**src/rtl/pcs_rx_pkg.sv**
```systemverilog
// Shared definitions for the 10GBASE-R receive PCS: block-lock FSM states,
// sync-header codes and the width of the status counters.
package pcs_rx_pkg;

  typedef enum logic {
    TEST_SH   = 1'b0,
    SLIP_WAIT = 1'b1
  } bl_state_t;

  localparam logic [1:0] SH_DATA = 2'b01;
  localparam logic [1:0] SH_CTRL = 2'b10;

  localparam int STAT_CNT_W = 16;

  // Only 01 and 10 are legal 64b/66b sync headers.
  function automatic logic sh_is_valid(input logic [1:0] head);
    return (head == SH_DATA) || (head == SH_CTRL);
  endfunction

endpackage

```
**src/rtl/block_lock_ctrl_if.sv**
```systemverilog
// Gearbox <-> block-lock handshake: sync header stream in, slip request out.
// master = gearbox side, slave = block-lock controller side.
interface block_lock_ctrl_if;

  logic [1:0] head;
  logic       head_valid;
  logic       slip;

  modport master (
    output head,
    output head_valid,
    input  slip
  );

  modport slave (
    input  head,
    input  head_valid,
    output slip
  );

endinterface

```
**src/rtl/sat_cnt.sv**
```systemverilog
// Saturating up-counter: increments on inc_i, sticks at all-ones.
module sat_cnt
  import pcs_rx_pkg::*;
#(
  parameter int W = STAT_CNT_W
) (
  input  logic         clk_i,
  input  logic         rst_n_i,
  input  logic         inc_i,
  output logic [W-1:0] cnt_o
);

  logic [W-1:0] cnt_q;
  logic [W-1:0] cnt_d;

  // Next count: add one unless already saturated.
  always_comb begin
    cnt_d = cnt_q;
    if (inc_i && (cnt_q != {W{1'b1}})) begin
      cnt_d = cnt_q + W'(1);
    end
  end

  // Count register.
  always_ff @(posedge clk_i or negedge rst_n_i) begin
    if (!rst_n_i) begin
      cnt_q <= '0;
    end else begin
      cnt_q <= cnt_d;
    end
  end

  assign cnt_o = cnt_q;

endmodule

```
**src/rtl/block_lock_ctrl.sv**
```systemverilog
// 10GBASE-R receive block-lock controller. Watches the gearbox sync headers,
// slips the gearbox until 64 consecutive valid headers are seen, then drops
// lock on 16 invalid headers within a 64-header window.
// Optional build macro BLOCK_LOCK_STATUS_CNT_EN adds saturating slip and
// lock-loss counters; without it both counter outputs are tied to zero.
module block_lock_ctrl
  import pcs_rx_pkg::bl_state_t;
  import pcs_rx_pkg::STAT_CNT_W;
  import pcs_rx_pkg::sh_is_valid;
#(
  parameter int SH_CNT_MAX  = 64,
  parameter int INVALID_MAX = 16,
  parameter int SLIP_WAIT   = 80   // must cover the gearbox slip latency (70)
) (
  input  logic                  clk_i,
  input  logic                  rst_n_i,
  block_lock_ctrl_if.slave      gb,
  output logic                  block_lock_o,
  output logic [STAT_CNT_W-1:0] slip_cnt_o,
  output logic [STAT_CNT_W-1:0] lock_loss_cnt_o
);

  localparam int SH_W   = 7;
  localparam int INV_W  = $clog2(INVALID_MAX + 1);
  localparam int WAIT_W = $clog2(SLIP_WAIT);

  localparam logic [SH_W-1:0]   SH_MAX    = SH_W'(SH_CNT_MAX);
  localparam logic [INV_W-1:0]  INV_MAX   = INV_W'(INVALID_MAX);
  localparam logic [WAIT_W-1:0] WAIT_LOAD = WAIT_W'(SLIP_WAIT - 1);

  bl_state_t          state_q, state_d;
  logic [SH_W-1:0]    sh_cnt_q, sh_cnt_d;
  logic [INV_W-1:0]   inv_cnt_q, inv_cnt_d;
  logic [WAIT_W-1:0]  wait_cnt_q, wait_cnt_d;
  logic               lock_q, lock_d;
  logic               slip_q, slip_d;

  logic               hdr_ok;
  logic [SH_W-1:0]    sh_inc;
  logic [INV_W-1:0]   inv_inc;

  assign hdr_ok  = sh_is_valid(gb.head);
  assign sh_inc  = sh_cnt_q + SH_W'(1);
  assign inv_inc = inv_cnt_q + INV_W'(1);

  // Next-state logic: header counting in TEST_SH, blind countdown in SLIP_WAIT.
  always_comb begin
    state_d    = state_q;
    sh_cnt_d   = sh_cnt_q;
    inv_cnt_d  = inv_cnt_q;
    wait_cnt_d = wait_cnt_q;
    lock_d     = lock_q;
    slip_d     = 1'b0;

    case (state_q)
      pcs_rx_pkg::TEST_SH: begin
        if (gb.head_valid) begin
          if (!lock_q) begin
            if (!hdr_ok) begin
              // Misaligned: restart the search one bit further along.
              sh_cnt_d   = '0;
              inv_cnt_d  = '0;
              slip_d     = 1'b1;
              wait_cnt_d = WAIT_LOAD;
              state_d    = pcs_rx_pkg::SLIP_WAIT;
            end else if (sh_inc == SH_MAX) begin
              lock_d   = 1'b1;
              sh_cnt_d = '0;
            end else begin
              sh_cnt_d = sh_inc;
            end
          end else begin
            // Loss of lock has priority over closing the window.
            if (!hdr_ok && (inv_inc == INV_MAX)) begin
              lock_d     = 1'b0;
              sh_cnt_d   = '0;
              inv_cnt_d  = '0;
              slip_d     = 1'b1;
              wait_cnt_d = WAIT_LOAD;
              state_d    = pcs_rx_pkg::SLIP_WAIT;
            end else if (sh_inc == SH_MAX) begin
              sh_cnt_d  = '0;
              inv_cnt_d = '0;
            end else begin
              sh_cnt_d  = sh_inc;
              inv_cnt_d = hdr_ok ? inv_cnt_q : inv_inc;
            end
          end
        end
      end

      pcs_rx_pkg::SLIP_WAIT: begin
        // Headers are meaningless until the gearbox has realigned.
        if (wait_cnt_q == '0) begin
          state_d   = pcs_rx_pkg::TEST_SH;
          sh_cnt_d  = '0;
          inv_cnt_d = '0;
          lock_d    = 1'b0;
        end else begin
          wait_cnt_d = wait_cnt_q - WAIT_W'(1);
        end
      end

      default: begin
        state_d = pcs_rx_pkg::TEST_SH;
      end
    endcase
  end

  // State, counter and output registers.
  always_ff @(posedge clk_i or negedge rst_n_i) begin
    if (!rst_n_i) begin
      state_q    <= pcs_rx_pkg::TEST_SH;
      sh_cnt_q   <= '0;
      inv_cnt_q  <= '0;
      wait_cnt_q <= '0;
      lock_q     <= 1'b0;
      slip_q     <= 1'b0;
    end else begin
      state_q    <= state_d;
      sh_cnt_q   <= sh_cnt_d;
      inv_cnt_q  <= inv_cnt_d;
      wait_cnt_q <= wait_cnt_d;
      lock_q     <= lock_d;
      slip_q     <= slip_d;
    end
  end

  assign gb.slip      = slip_q;
  assign block_lock_o = lock_q;

`ifdef BLOCK_LOCK_STATUS_CNT_EN
  // Index 0 counts slip pulses, index 1 counts falling edges of lock.
  logic [1:0]            stat_inc;
  logic [STAT_CNT_W-1:0] stat_cnt [2];

  assign stat_inc[0] = slip_d;
  assign stat_inc[1] = lock_q & ~lock_d;

  genvar gi;
  for (gi = 0; gi < 2; gi++) begin : g_stat
    sat_cnt #(.W(STAT_CNT_W)) u_cnt (
      .clk_i   (clk_i),
      .rst_n_i (rst_n_i),
      .inc_i   (stat_inc[gi]),
      .cnt_o   (stat_cnt[gi])
    );
  end

  assign slip_cnt_o      = stat_cnt[0];
  assign lock_loss_cnt_o = stat_cnt[1];
`else
  assign slip_cnt_o      = '0;
  assign lock_loss_cnt_o = '0;
`endif

endmodule

```
**src/flat_wrapper.sv**
```systemverilog
// flat-port wrapper written by rule: the top's interface ports become plain ports
module block_lock_ctrl_flat import pcs_rx_pkg::bl_state_t; import pcs_rx_pkg::STAT_CNT_W; import pcs_rx_pkg::sh_is_valid;
#(
  parameter int SH_CNT_MAX  = 64,
  parameter int INVALID_MAX = 16,
  parameter int SLIP_WAIT   = 80                                              
)
  (clk_i, rst_n_i, block_lock_o, slip_cnt_o, lock_loss_cnt_o, gb_head, gb_head_valid, gb_slip);
  block_lock_ctrl_if gb_i ();
  input  logic clk_i;
  input  logic rst_n_i;
  output logic block_lock_o;
  output logic [STAT_CNT_W-1:0] slip_cnt_o;
  output logic [STAT_CNT_W-1:0] lock_loss_cnt_o;
  input wire logic [$bits(gb_i.head)-1:0] gb_head;
  input wire logic [$bits(gb_i.head_valid)-1:0] gb_head_valid;
  output wire logic [$bits(gb_i.slip)-1:0] gb_slip;
  assign gb_i.head = gb_head;
  assign gb_i.head_valid = gb_head_valid;
  assign gb_slip = gb_i.slip;
  block_lock_ctrl #(.SH_CNT_MAX(SH_CNT_MAX), .INVALID_MAX(INVALID_MAX), .SLIP_WAIT(SLIP_WAIT)) u_core (.clk_i(clk_i), .rst_n_i(rst_n_i), .gb(gb_i), .block_lock_o(block_lock_o), .slip_cnt_o(slip_cnt_o), .lock_loss_cnt_o(lock_loss_cnt_o));
endmodule
```
**config.mk**
```make
export PLATFORM = sky130hd
export DESIGN_NAME = block_lock_ctrl_flat
export DESIGN_NICKNAME = d
export VERILOG_FILES = /design/src/rtl/pcs_rx_pkg.sv /design/src/rtl/block_lock_ctrl_if.sv /design/src/rtl/sat_cnt.sv /design/src/rtl/block_lock_ctrl.sv /design/src/flat_wrapper.sv
export SDC_FILE = /design/constraint.sdc
export NUM_CORES = 1
export LEC_CHECK = 0
export CAP_MARGIN = 25
export CORE_MARGIN = 8
export CORE_UTILIZATION = 49
export CTS_CLUSTER_DIAMETER = 50
export DETAILED_ROUTE_END_ITERATION = 8
export GPL_ROUTABILITY_DRIVEN = 0
export PLACE_DENSITY_LB_ADDON = 0.12
export SETUP_SLACK_MARGIN = 0.05
export SLEW_MARGIN = 0
export SYNTH_ARGS = -nofsm -noshare
export SYNTH_HDL_FRONTEND = slang
export SYNTH_HIERARCHICAL = 1
export SYNTH_SLANG_ARGS = --single-unit
```
**constraint.sdc**
```tcl
create_clock -name clk_i -period 2.89 [get_ports clk_i]
set_input_delay 0.7225 -clock clk_i [delete_from_list [all_inputs] [get_ports clk_i]]
set_output_delay 0.7225 -clock clk_i [all_outputs]
set_load 0.03 [all_outputs]
```
==> key figures <==
Layout
  • Filler-free cell count of the finished design: about 220
  • Layout cells sized above 1: between 10 and 15%
  • Diode count: 0
  • Nets: between 150 and 200
  • Area grow syn2layout: 3.03%

Floorplan
  • I/O pins: 39
  • Die X: 72.6 µm
  • DIE HEIGHT: approximately 73 µm
  • Core Region: around 3100 µm²
  • Std-Cell Rows: 20
  • DIE AREA: ~5300 µm²
  • Initial Util: a little over 50%

Detailed routing
  • Vias post-DR: 1119
  • Initial DRC Count: 97
  • ANT nets after route: 0
  • WL/cell: between 10 and 15 µm
  • Vias/cell: approximately 5.0
  • Number of remaining DRC errors: 0
  • Total Wirelength: around 3 mm
  • Drt first pass iters: 4

Worst setup path
  • Crit path from: gb_head[1]
  • CP Capture Type: flop
  • WP data required: ~3.1 ns
  • Reg2reg start: u_core/inv_cnt_q[0]
  • Element type at the critical path start: input port
  • Worst-path fanout max: 7
  • R2r setup slk: 0.60 ns
  • Crit path kind: in -> reg
  • Worst EP arrival: 2.53 ns

Synth
  • Count of different cell masters after synthesis: 46
  • Syn_area_per_cell: a little over 9 µm²
  • Sequential share of the synthesized area: a little over a third
  • Flops & latches, synth: 22
  • Post-Syn Instances: ~170
  • Yosys warnings: 6
  • Mapped Area: 1570 µm²

Clock network
  • Clock-pin transition on the worst setup and hold timing paths: between 0.1 and 0.15 ns
  • H-Tree Depth: 1
  • Num CTS Buffers: 3
  • Max Buffers Root-to-Sink: 2
  • CTS sink cnt: 22
  • CTS Root Cell: clkbuf_4
  • Cts hold-fix bufs: 0
  • CTS tree: yes
  • Post-CTS Setup Inserts: 0
  • Worst-Skew Late Latency: 0.31 ns
  • Post-CTS sizing: 0

Power and ir drop
  • Leak pwr: 0.706 nW
  • Worst VDD drop: a little under 0.0005 V
  • Power Dens Cells: 873 nW/µm²

Placement
  • PortBufs: 6
  • DP Cell Count: 220
  • HPWL Detailed: between 2 and 2.5 mm

GRT
  • Initial antenna violation count: 0
  • Gr usage total: between 10% and 20%
  • First-pass GRT wire length: a little over 5 mm
  • Vias in the first global route: about 1100
  • Remaining global-route overflow: 0
  • Largest net degree at the start of global routing: 23

Status
  • Run status: finished clean

Run
  • Max cap viols: 0

STA
  • Clock Skew: 0.0113 ns
  • Pins Over Slew Limit: 0
  • Period utilization: about four fifths
  • Min Tclk post-route: 2.31 ns
  • RSZ-0062 raised after global routing: false
  • Hold Violations, Final: 0
  • Measured slew at the worst slew-check pin: between 0.5 and 0.6 ns
  • Setup tns final: 0 ns
  • Fmax: around 430 MHz
  • Relative slew margins: roughly 65%
  • Final setup viols: 0

Hold path
  • Hold Crit Class: reg -> reg
  • Min-delay src: u_core/wait_cnt_q[4]
-- flip-flops by register name (all words and copies together) (netlist names) --
name and cells:
u_core/block_lock_o 1, u_core/state_q 1, u_core/sh_cnt_q 7, u_core/gb.slip 1, u_core/wait_cnt_q 7, u_core/inv_cnt_q 5
-- synthesized netlist by cell type (all sizes together) --
master,n,area share [%]
a21boi,1,0.48
o41ai,1,0.56
o22ai,3,1.2
a21o,2,0.96
o31ai,2,1.3
and2,1,0.40
a22o,2,1.2
o21ba,1,0.64
xor2,3,1.7
mux2,3,2.4
dfrtp,22,35
or4,1,0.48
and4,1,0.56
conb,1,0.24
nand2,16,3.8
nor3,3,0.96
a211oi,2,0.96
nor2b,4,1.6
nand3,8,2.5
nand4,1,0.40
and3,1,0.40
o21ai,11,3.7
xnor2,3,1.7
inv,9,2.2
nor2,9,2.5
a41oi,1,1.0
a2bb2oi,3,1.7
nand4b,1,0.56
or2,2,0.80
nand3b,2,0.96
o211ai,4,2.5
o32a,1,0.64
a2111oi,1,1.8
clkbuf,1,0.24
a21bo,1,0.64
buf,32,15
nand2b,2,0.80
ha,5,4.0
a21oi,4,1.3
-- worst max-delay path: stages --
cell and delay (ns):
clkdlybuf4s50_1 0.45, xnor2_1 0.46, a21boi_0 0.23, o31ai_2 0.19, nor2_2 0.12, a21o_1 0.18
a22o_1 0.18
-- power by group --
group / switching, W / internal, W
combinational: 0.000321 / 0.000250
clock: 0.000101 / 0.000140
sequential: 0.000170 / 0.000430
-- final timing paths --
kind | to | depth (start not counted)
worst max-delay path | u_core/sh_cnt_q[6] | 7
worst min register to register | u_core/wait_cnt_q[4] | 1
min in group asynchronous | u_core/sh_cnt_q[5] | 2
worst max register to register | u_core/sh_cnt_q[6] | 7
worst min-delay path | u_core/wait_cnt_q[4] | 1
max in group asynchronous | u_core/wait_cnt_q[5] | 2
-- per-stage QoR --
stage | hold slack, ns | power, W | utilization, % | setup WS, ns | area, µm²
after floorplan | 0.427 | 0.00106 | - | 0.850 | 1690
after global placement | 0.496 | 0.00115 | 51.3 | 0.254 | 1570
after detailed placement | 0.518 | 0.00118 | 51.3 | 0.256 | 1570
after CTS | 0.537 | 0.00143 | 53.0 | 0.573 | 1620
after global routing | 0.548 | 0.00152 | 53.0 | 0.407 | 1620
final | 0.527 | 0.00141 | 53.0 | 0.580 | 1620
-- metal layers --
metal	GRT usage (%)	part of all wire, %
met2	21.9	53
met5	0	0
met1	13.0	42
met3	3.30	5.4
met4	1.78	0.33
-- cells by family after synthesis --
| logic type | Yosys count | share of synthesized area (%) |
|---|---|---|
| adders and majority gates | 5 | 3.98 |
| and+or+nand+nor | 52 | 16.7 |
| buffers and inverters | 42 | 17.7 |
| xor gates and xnor gates | 6 | 3.35 |
| AOI/OAI and AO/OA | 40 | 20.6 |
| other | 1 | 0.239 |
| muxes | 3 | 2.39 |
| DFF | 22 | 35.1 |
-- cell usage in the layout, fill, tap and decap left out, types with 3 or more instances in the layout --
cell and count:
ha_1 5, dfrtp_1 22, nor3_1 3, o21ai_0 8
a2bb2oi_1 3, nand2_1 16, inv_1 9, nand3_1 8
xor2_1 3, clkbuf_4 3, xnor2_1 3, o22ai_1 3
conb_1 32, nor2_1 7, nor2b_1 4, a21oi_1 4
clkdlybuf4s50_1 6
-- area by class of cell --
cell class / count / area [µm²]
inverters: 9 / 33.8
well taps: 44 / 55.1
multi-input cells: 138 / 858
repair buffers: 7 / 67.6
clock inverters: 1 / 30.0
clock buffers: 3 / 22.5
fillers: 302 / 1440
flip-flops and latches: 22 / 551
(Power assumes the default switching activity.)
